File: src/rtl/bcd_pkg.sv
// bcd_pkg: shared types and constants for the serial BCD adder/subtractor.
//   bcd_digit_t - one packed BCD digit (4 bits)
//   state_e     - controller states IDLE / RUN / DONE
//   BCD_MAX     - largest legal digit value (9)
//   BCD_CORR    - decimal correction added when a digit sum exceeds 9 (6)
//   nines_comp  - per-digit nines' complement used to turn A-B into A+B'+1
package bcd_pkg;

  typedef logic [3:0] bcd_digit_t;

  typedef enum logic [1:0] {
    IDLE = 2'd0,
    RUN  = 2'd1,
    DONE = 2'd2
  } state_e;

  localparam bcd_digit_t BCD_MAX  = 4'd9;
  localparam bcd_digit_t BCD_CORR = 4'd6;

  // Nibbles above 9 wrap modulo 16; the result is deterministic, not meaningful.
  function automatic bcd_digit_t nines_comp(input bcd_digit_t d);
    return BCD_MAX - d;
  endfunction

endpackage

File: src/rtl/bcd_digit_slice.sv
// bcd_digit_slice: combinational single-digit BCD adder with +6 correction.
// Ports:
//   a, b   in  BCD digits
//   cin    in  decimal carry in
//   digit  out corrected BCD digit
//   cout   out decimal carry out
module bcd_digit_slice
  import bcd_pkg::*;
(
  input  bcd_digit_t a,
  input  bcd_digit_t b,
  input  logic       cin,
  output bcd_digit_t digit,
  output logic       cout
);

  logic [4:0] s;

  always_comb begin
    s     = {1'b0, a} + {1'b0, b} + {4'b0, cin};
    cout  = (s > 5'(BCD_MAX));
    // Adding 6 skips the six unused codes so the low nibble wraps to the
    // correct decimal digit; the bit that falls out of it is the carry.
    digit = cout ? 4'(s + 5'(BCD_CORR)) : s[3:0];
  end

endmodule

File: src/rtl/bcd_serial_addsub.sv
// bcd_serial_addsub: multi-digit BCD adder/subtractor, one digit per clock,
// least significant digit first, through a single shared digit slice.
// Optional feature macro: BCD_DIGIT_CHECK_EN (flags nibbles > 9 on err).
// Ports:
//   clk, rst             clock (rising edge), asynchronous active-high reset
//   in_valid / in_ready  operand handshake; in_ready is high only in IDLE
//   a, b                 BCD operands, digit 0 in bits [3:0]
//   cin                  carry-in (add) or borrow-in (sub)
//   sub                  0 = A+B+cin, 1 = A-B-cin (ten's complement result)
//   out_valid/out_ready  result handshake; sum/cout/err hold while stalled
//   sum, cout            BCD result and carry-out / borrow-out
//   err                  some operand nibble was > 9 (0 without the macro)
module bcd_serial_addsub
  import bcd_pkg::*;
#(
  parameter int DIGITS = 4
) (
  input  logic                clk,
  input  logic                rst,
  input  logic                in_valid,
  output logic                in_ready,
  input  logic [4*DIGITS-1:0] a,
  input  logic [4*DIGITS-1:0] b,
  input  logic                cin,
  input  logic                sub,
  output logic                out_valid,
  input  logic                out_ready,
  output logic [4*DIGITS-1:0] sum,
  output logic                cout,
  output logic                err
);

  localparam int CW = (DIGITS > 1) ? $clog2(DIGITS) : 1;
  localparam logic [CW-1:0] LAST = CW'(DIGITS - 1);

  state_e                   state_q;
  logic [CW-1:0]            cnt_q;
  logic [DIGITS-1:0][3:0]   a_q, b_q, sum_q;
  logic [DIGITS-1:0][3:0]   b_eff;
  logic                     carry_q, sub_q, in_ready_q, out_valid_q, cout_q;
  bcd_digit_t               da, db, dig;
  logic                     dcy;

  // Subtraction becomes A + nines(B) + ~borrow; done once at capture.
  for (genvar i = 0; i < DIGITS; i++) begin : g_beff
    assign b_eff[i] = sub ? nines_comp(b[4*i +: 4]) : b[4*i +: 4];
  end

  // Digit select for the shared slice.
  always_comb begin
    da = '0;
    db = '0;
    for (int i = 0; i < DIGITS; i++) begin
      if (cnt_q == CW'(i)) begin
        da = a_q[i];
        db = b_q[i];
      end
    end
  end

  bcd_digit_slice u_slice (
    .a     (da),
    .b     (db),
    .cin   (carry_q),
    .digit (dig),
    .cout  (dcy)
  );

  always_ff @(posedge clk or posedge rst) begin
    if (rst) begin
      state_q     <= IDLE;
      cnt_q       <= '0;
      a_q         <= '0;
      b_q         <= '0;
      sum_q       <= '0;
      carry_q     <= 1'b0;
      sub_q       <= 1'b0;
      cout_q      <= 1'b0;
      in_ready_q  <= 1'b1;
      out_valid_q <= 1'b0;
    end else begin
      case (state_q)
        IDLE: begin
          if (in_valid) begin
            a_q        <= a;
            b_q        <= b_eff;
            carry_q    <= sub ? ~cin : cin;
            sub_q      <= sub;
            cnt_q      <= '0;
            in_ready_q <= 1'b0;
            state_q    <= RUN;
          end
        end
        RUN: begin
          for (int i = 0; i < DIGITS; i++) begin
            if (cnt_q == CW'(i)) sum_q[i] <= dig;
          end
          carry_q <= dcy;
          if (cnt_q == LAST) begin
            // A final carry of 1 in subtract mode means no borrow.
            cout_q      <= sub_q ? ~dcy : dcy;
            out_valid_q <= 1'b1;
            state_q     <= DONE;
          end else begin
            cnt_q <= cnt_q + CW'(1);
          end
        end
        DONE: begin
          if (out_ready) begin
            out_valid_q <= 1'b0;
            in_ready_q  <= 1'b1;
            state_q     <= IDLE;
          end
        end
        default: state_q <= IDLE;
      endcase
    end
  end

  assign in_ready  = in_ready_q;
  assign out_valid = out_valid_q;
  assign sum       = sum_q;
  assign cout      = cout_q;

`ifdef BCD_DIGIT_CHECK_EN
  function automatic logic has_bad(input logic [4*DIGITS-1:0] v);
    logic r;
    r = 1'b0;
    for (int i = 0; i < DIGITS; i++) r = r | (v[4*i +: 4] > BCD_MAX);
    return r;
  endfunction

  logic err_q;

  // Checked on the raw operands, before any complementing.
  always_ff @(posedge clk or posedge rst) begin
    if (rst)                              err_q <= 1'b0;
    else if (state_q == IDLE && in_valid) err_q <= has_bad(a) | has_bad(b);
  end

  assign err = err_q;
`else
  assign err = 1'b0;
`endif

endmodule

File: config.mk
export PLATFORM = sky130hd
export DESIGN_NAME = bcd_serial_addsub
export DESIGN_NICKNAME = d
export VERILOG_FILES = /design/src/rtl/bcd_pkg.sv /design/src/rtl/bcd_digit_slice.sv /design/src/rtl/bcd_serial_addsub.sv
export SDC_FILE = /design/constraint.sdc
export NUM_CORES = 1
export LEC_CHECK = 0
export ABC_AREA = 1
export CORE_AREA = 3 3 78 88
export CTS_CLUSTER_SIZE = 12
export DETAILED_ROUTE_END_ITERATION = 8
export DIE_AREA = 0 0 81 91
export PLACE_DENSITY_LB_ADDON = 0.2
export SLEW_MARGIN = 15
export SYNTH_ARGS = -nofsm -noshare
export SYNTH_HDL_FRONTEND = slang
export SYNTH_SLANG_ARGS = --single-unit
export TNS_END_PERCENT = 5
File: constraint.sdc
create_clock -name clk -period 4.9 [get_ports clk]
set_input_delay 0.49 -clock clk [delete_from_list [all_inputs] [get_ports clk]]
set_output_delay 0.49 -clock clk [all_outputs]
set_load 0.02 [all_outputs]
======== Word level (Yosys, flattened, before mapping) ========
Cells that the tools add are included.
word-level totals
  register bits after elaboration ......... 57
  output and inout bits ................... 20
  logic and storage cells ................. 84
cells by class
  add/sub/neg operators ................... 8
  magnitude comparators ................... 1
  equality and inequality tests ........... 9
  multiplexer cells ....................... 30
  bitwise gates (word level) .............. 2
  reduce and logical (&&, ||, !) cells .... 15
operators by type and width
  operator                                                              count
  4-bit two-way mux                                                     13
  4-bit subtractor, first input constant                                4
  2-bit AND reduction                                                   6
  3-bit AND reduction                                                   4
  2-bit two-way mux                                                     5
  2-bit inequality test, second input constant                          4
  1-bit two-way mux                                                     7
  2-bit == test, second input constant                                  3
  1-bit one-hot mux with 2 select lines                                 3
  2-bit one-hot mux with 3 select lines                                 1
  2-bit nonzero test                                                    3
  4-bit by 4-bit adder with 5-bit output                                1
  5-bit by 1-bit adder with 5-bit output                                1
  5-bit by 4-bit > comparator with 1-bit output, second input constant  1
  4-bit by 3-bit adder with 4-bit output, second input constant         1
  2-bit by 1-bit == test with 1-bit output, second input constant       2
  2-bit zero test                                                       2
  2-bit one-hot mux with 2 select lines                                 1
  2-bit by 1-bit adder with 2-bit output, second input constant         1
  1-bit NOT                                                             2

======== Longest topological paths before layout ========
  depth after elaboration ................. 10
  gate-level depth with buffers ........... 22

======== Hierarchy ========
A second synthesis with hierarchy kept.
second synthesis, totals
  cell total of the unflattened synthesis .. 379
  area total of the unflattened synthesis .. 3075.4 um^2
modules (own cells, without submodules)
  module             times used  cells an instance  area an instance (um^2)
  bcd_serial_addsub  1           332                2775.2
  bcd_digit_slice    1           47                 300.3

======== Worst setup path before layout ========
Ideal clock, no wire load.
  path kind ............................... register to register
  start ................................... register cnt_q[0]
  end ..................................... register sum_q, in the netlist sum[14]
  data arrival time ....................... 2.924 ns
  path slack .............................. 1.858 ns
  cell stages (with the launch flop) ...... 17
  path buffers ............................ 2
  clock period less this slack ............ 3.042 ns
  cells stage by stage .................... dfrtp_1 -> ha_1 -> buf_2 -> inv_1 -> clkbuf_1 -> o21ai_0 -> fa_1 -> fa_1 -> nand2_2 -> nand2_2 -> ha_1 -> a21oi_4 -> nand2_4 -> nand2_4 -> nand2_2 -> nand3_1 -> nand2_1
between the ends
  cells in the longest elaborated chain, start to end .. 9
ends and longest elaborated chain
  element                                                                                                         line                                          source
  start, declared                                                                                                 bcd_serial_addsub.sv:37                       logic [CW-1:0] cnt_q;
  start signal, assigned                                                                                          bcd_serial_addsub.sv:105                      cnt_q <= cnt_q + CW'(1);
  2-bit zero test                                                                                                 bcd_serial_addsub.sv:54                       if (cnt_q == CW'(i)) begin
  4-bit two-way mux (4 in a row)                                                                                  bcd_serial_addsub.sv:54
  4-bit by 4-bit adder with 5-bit output                                                                          bcd_digit_slice.sv:20                         s = {1'b0, a} + {1'b0, b} + {4'b0, cin};
  5-bit by 1-bit adder with 5-bit output                                                                          bcd_digit_slice.sv:20
  4-bit by 3-bit adder with 4-bit output / 5-bit by 4-bit > comparator with 1-bit output (equally long branches)  bcd_digit_slice.sv:24, bcd_digit_slice.sv:21
  4-bit two-way mux                                                                                               bcd_digit_slice.sv:24                         digit = cout ? 4'(s + 5'(BCD_CORR)) : s[3:0];
  end signal, assigned by index                                                                                   bcd_serial_addsub.sv:96                       if (cnt_q == CW'(i)) sum_q[i] <= dig;
  end, declared                                                                                                   bcd_serial_addsub.sv:38                       logic [DIGITS-1:0][3:0] a_q, b_q, sum_q;
Several ways; a longest one is shown, not always the timed one.
A chain may end at the register's enable or synchronous reset.

======== Worst setup path after layout ========
  start ................................... register cnt_q[0]
  end ..................................... register sum_q, in the netlist sum[2]
between the ends
  cells in the longest elaborated chain, start to end .. 9
ends and longest elaborated chain
  element                                                                                                         line
  2-bit zero test                                                                                                 bcd_serial_addsub.sv:54, bcd_serial_addsub.sv:96
  4-bit two-way mux (4 in a row)                                                                                  bcd_serial_addsub.sv:54
  4-bit by 4-bit adder with 5-bit output                                                                          bcd_digit_slice.sv:20
  5-bit by 1-bit adder with 5-bit output                                                                          bcd_digit_slice.sv:20
  4-bit by 3-bit adder with 4-bit output / 5-bit by 4-bit > comparator with 1-bit output (equally long branches)  bcd_digit_slice.sv:24, bcd_digit_slice.sv:21
  4-bit two-way mux                                                                                               bcd_digit_slice.sv:24
Several ways; a longest one is shown, not always the timed one.

==> impl_metrics.json <==
{
  "n_antenna_cell": 0,
  "drive_gt1_frac": 0.0820,
  "wl_met2_um": 3150,
  "hold_buffers": 0,
  "worst_pin_slew_ns": 0.740,
  "cts_tree": "built",
  "antenna_left": 0,
  "clk_path_buf_depth": 2,
  "synthCells": 367,
  "nFillCells": 584,
  "vias": 2516,
  "grt_usage": 0.194,
  "ys_seq_area_frac": 0.475,
  "worstSetupEndpointType": "flop",
  "start_util": 0.494,
  "synthTopCellsByArea": "dfrtp_1 (47%), nand2_1 (15%), o21ai_0 (6.3%)",
  "setup_viol": 0,
  "cts_sinks": 57,
  "gp_congestion": 0.844,
  "grt_pass1_vias": 2426,
  "dp_hpwl_um": 4730,
  "synth_top_cell_by_area": "dfrtp_1",
  "die_h_um": 91,
  "fmax_ghz": 0.272,
  "core_area_um2": 6080,
  "finalHoldViolCount": 0,
  "ios": 58,
  "portBuffers": 56,
  "cts_resized": 0,
  "cts_root_buffer": "clkbuf_8",
  "htree_levels": 3,
  "min_period_over_period": 0.751,
  "maxSlewHeadroom": 0.505,
  "final_cell_mix": "nand2_1 (124), dfrtp_1 (56), clkdlybuf4s50_1 (56), o21ai_0 (38), inv_1 (37)",
  "dr_wl_met3_um": 310,
  "syn_nets": 419,
  "syn2layout_area_growth_pct": 26.7,
  "final.min_clock_period_ns": 3.68,
  "drt-met1-wl_um": 3000,
  "crit_required_ns": 5.12,
  "dieWidth_um": 81,
  "critPathLaunchType": "flop",
  "top_layer_used": "met4",
  "dieArea_um2": 7370,
  "drcViolationCount": 0,
  "finalWirelength_um": 6530,
  "skew_ns": 0.0107,
  "synth_area_um2": 3010,
  "post_cts_buffers": 0,
  "clkTransAtPathRegs_ns": 0.07,
  "ys_warn_count": 0,
  "drtPass1Iterations": 4,
  "grt_max_degree": 58,
  "arrival_ns": 3.90,
  "yosysUniqueCellTypes": 31,
  "drt_iter0_drc": 141,
  "status": "finished, final reports clean",
  "final-seq-area_um2": 1430,
  "criticalPathCategory": "reg2reg",
  "clk_latency_ns": 0.34,
  "fp-row-count": 30,
  "multiInputGateArea_um2": 1360,
  "synth_top_area_share": 0.466,
  "tns_ns": 0,
  "antenna_found_initial": 0,
  "cp_max_fo": 9,
  "syn_area_per_cell_um2": 8.19,
  "cap_violations": 0,
  "gr-total-overflow": 0,
  "num-nets-final": 474,
  "ys_ff_latch": 57,
  "hp-class": "reg2reg",
  "final_common_cell": "nand2_1",
  "grt_pass1_wl_um": 11000,
  "cts_made_buffers": 9,
  "drt-wirelength-per-cell_um": 12.9,
  "slew_viol_final": 0,
  "routed_via_density": 4.96,
  "rsz0062_at_grt": "no"
}
==> cells in the mapped netlist (all sizes together) <==
cell,count
inv,40
dfstp,1
a22o,1
nand3b,1
clkbuf,3
xnor2,5
a22oi,6
dfrtp,56
ha,12
clkinv,1
and3,1
o22ai,2
a21oi,11
xor2,4
o21a,1
nand3,21
fa,2
nand2,134
buf,10
conb,1
nor2,13
o21ai,41
==> metrics by stage <==
| step | setup slack, ns | instances | instance area [µm²] | hold WS, ns | util |
|---|---|---|---|---|---|
| 2_1_floorplan | 1.86 | 367 | 3010 | 0.444 | - |
| 6_report | 1.22 | 507 | 3810 | 0.465 | 0.626 |
| 3_3_place_gp | 1.35 | 491 | 3610 | 0.456 | 0.594 |
| 4_1_cts | 1.25 | 507 | 3810 | 0.468 | 0.626 |
| 3_5_place_dp | 1.28 | 491 | 3610 | 0.456 | 0.594 |
| 5_1_grt | 0.866 | 507 | 3810 | 0.502 | 0.626 |
==> layer usage <==
metal	vias to the layer above	GRT usage
met1	1187	0.246
met3	4	0.0516
met2	55	0.319
met4	0	0.0606
li1	1270	-
met5	-	0
==> critical path, stage by stage (launching register included) <==
cell and delay (ns):
dfrtp_1 0.41, inv_1 0.12, ha_1 0.38, clkinv_1 0.36, nand2_1 0.15, o21ai_0 0.09
nand2_1 0.06, o21ai_0 0.13, fa_1 0.44, fa_1 0.41, inv_1 0.07, nand2_1 0.07
nand2_2 0.10, ha_1 0.24, a21oi_4 0.05, nand2_4 0.10, nand3_1 0.16, nand3_1 0.14
nand2_1 0.05
==> state kept, by name, summed over array words and instances, names as in the netlist <==
signal / count
sub_q: 1
state_q: 2
a_q: 16
out_valid: 1
in_ready: 1
cout: 1
b_q: 16
sum: 16
carry_q: 1
cnt_q: 2
==> logic make-up after synthesis <==
| logic type | synth area share |
|---|---|
| AO/OA/AOI/OAI | 0.119 |
| XOR/XNOR | 0.0262 |
| adder cells (fa/ha/maj) | 0.0633 |
| buffers and inverters | 0.0728 |
| flip-flops | 0.475 |
| other | 0.00125 |
| AND/OR/NAND/NOR | 0.243 |
==> worst paths after layout <==
kind	from	endpoint	slack [ns]	cells after the start
max	cnt_q[0]	sum[2]	1.22	18
min	in_ready	in_ready	0.47	2
min in group asynchronous	rst	a_q[6]	0.67	3
max in group asynchronous	rst	sum[13]	3.74	3
min reg2reg	in_ready	in_ready	0.47	2
max reg2reg	cnt_q[0]	sum[2]	1.22	18
==> area by class of cell <==
type,count,share of cell area
multi-input cells,256,0.357
flip-flops and latches,57,0.375
inverters,41,0.0404
repair buffers,57,0.149
well taps,80,0.0263
clock buffers,13,0.0417
clock inverters,3,0.0105
Power is left out: the tool's default activity adds up to more than one toggle a clock period on the data nets, which glitch-free logic cannot reach.
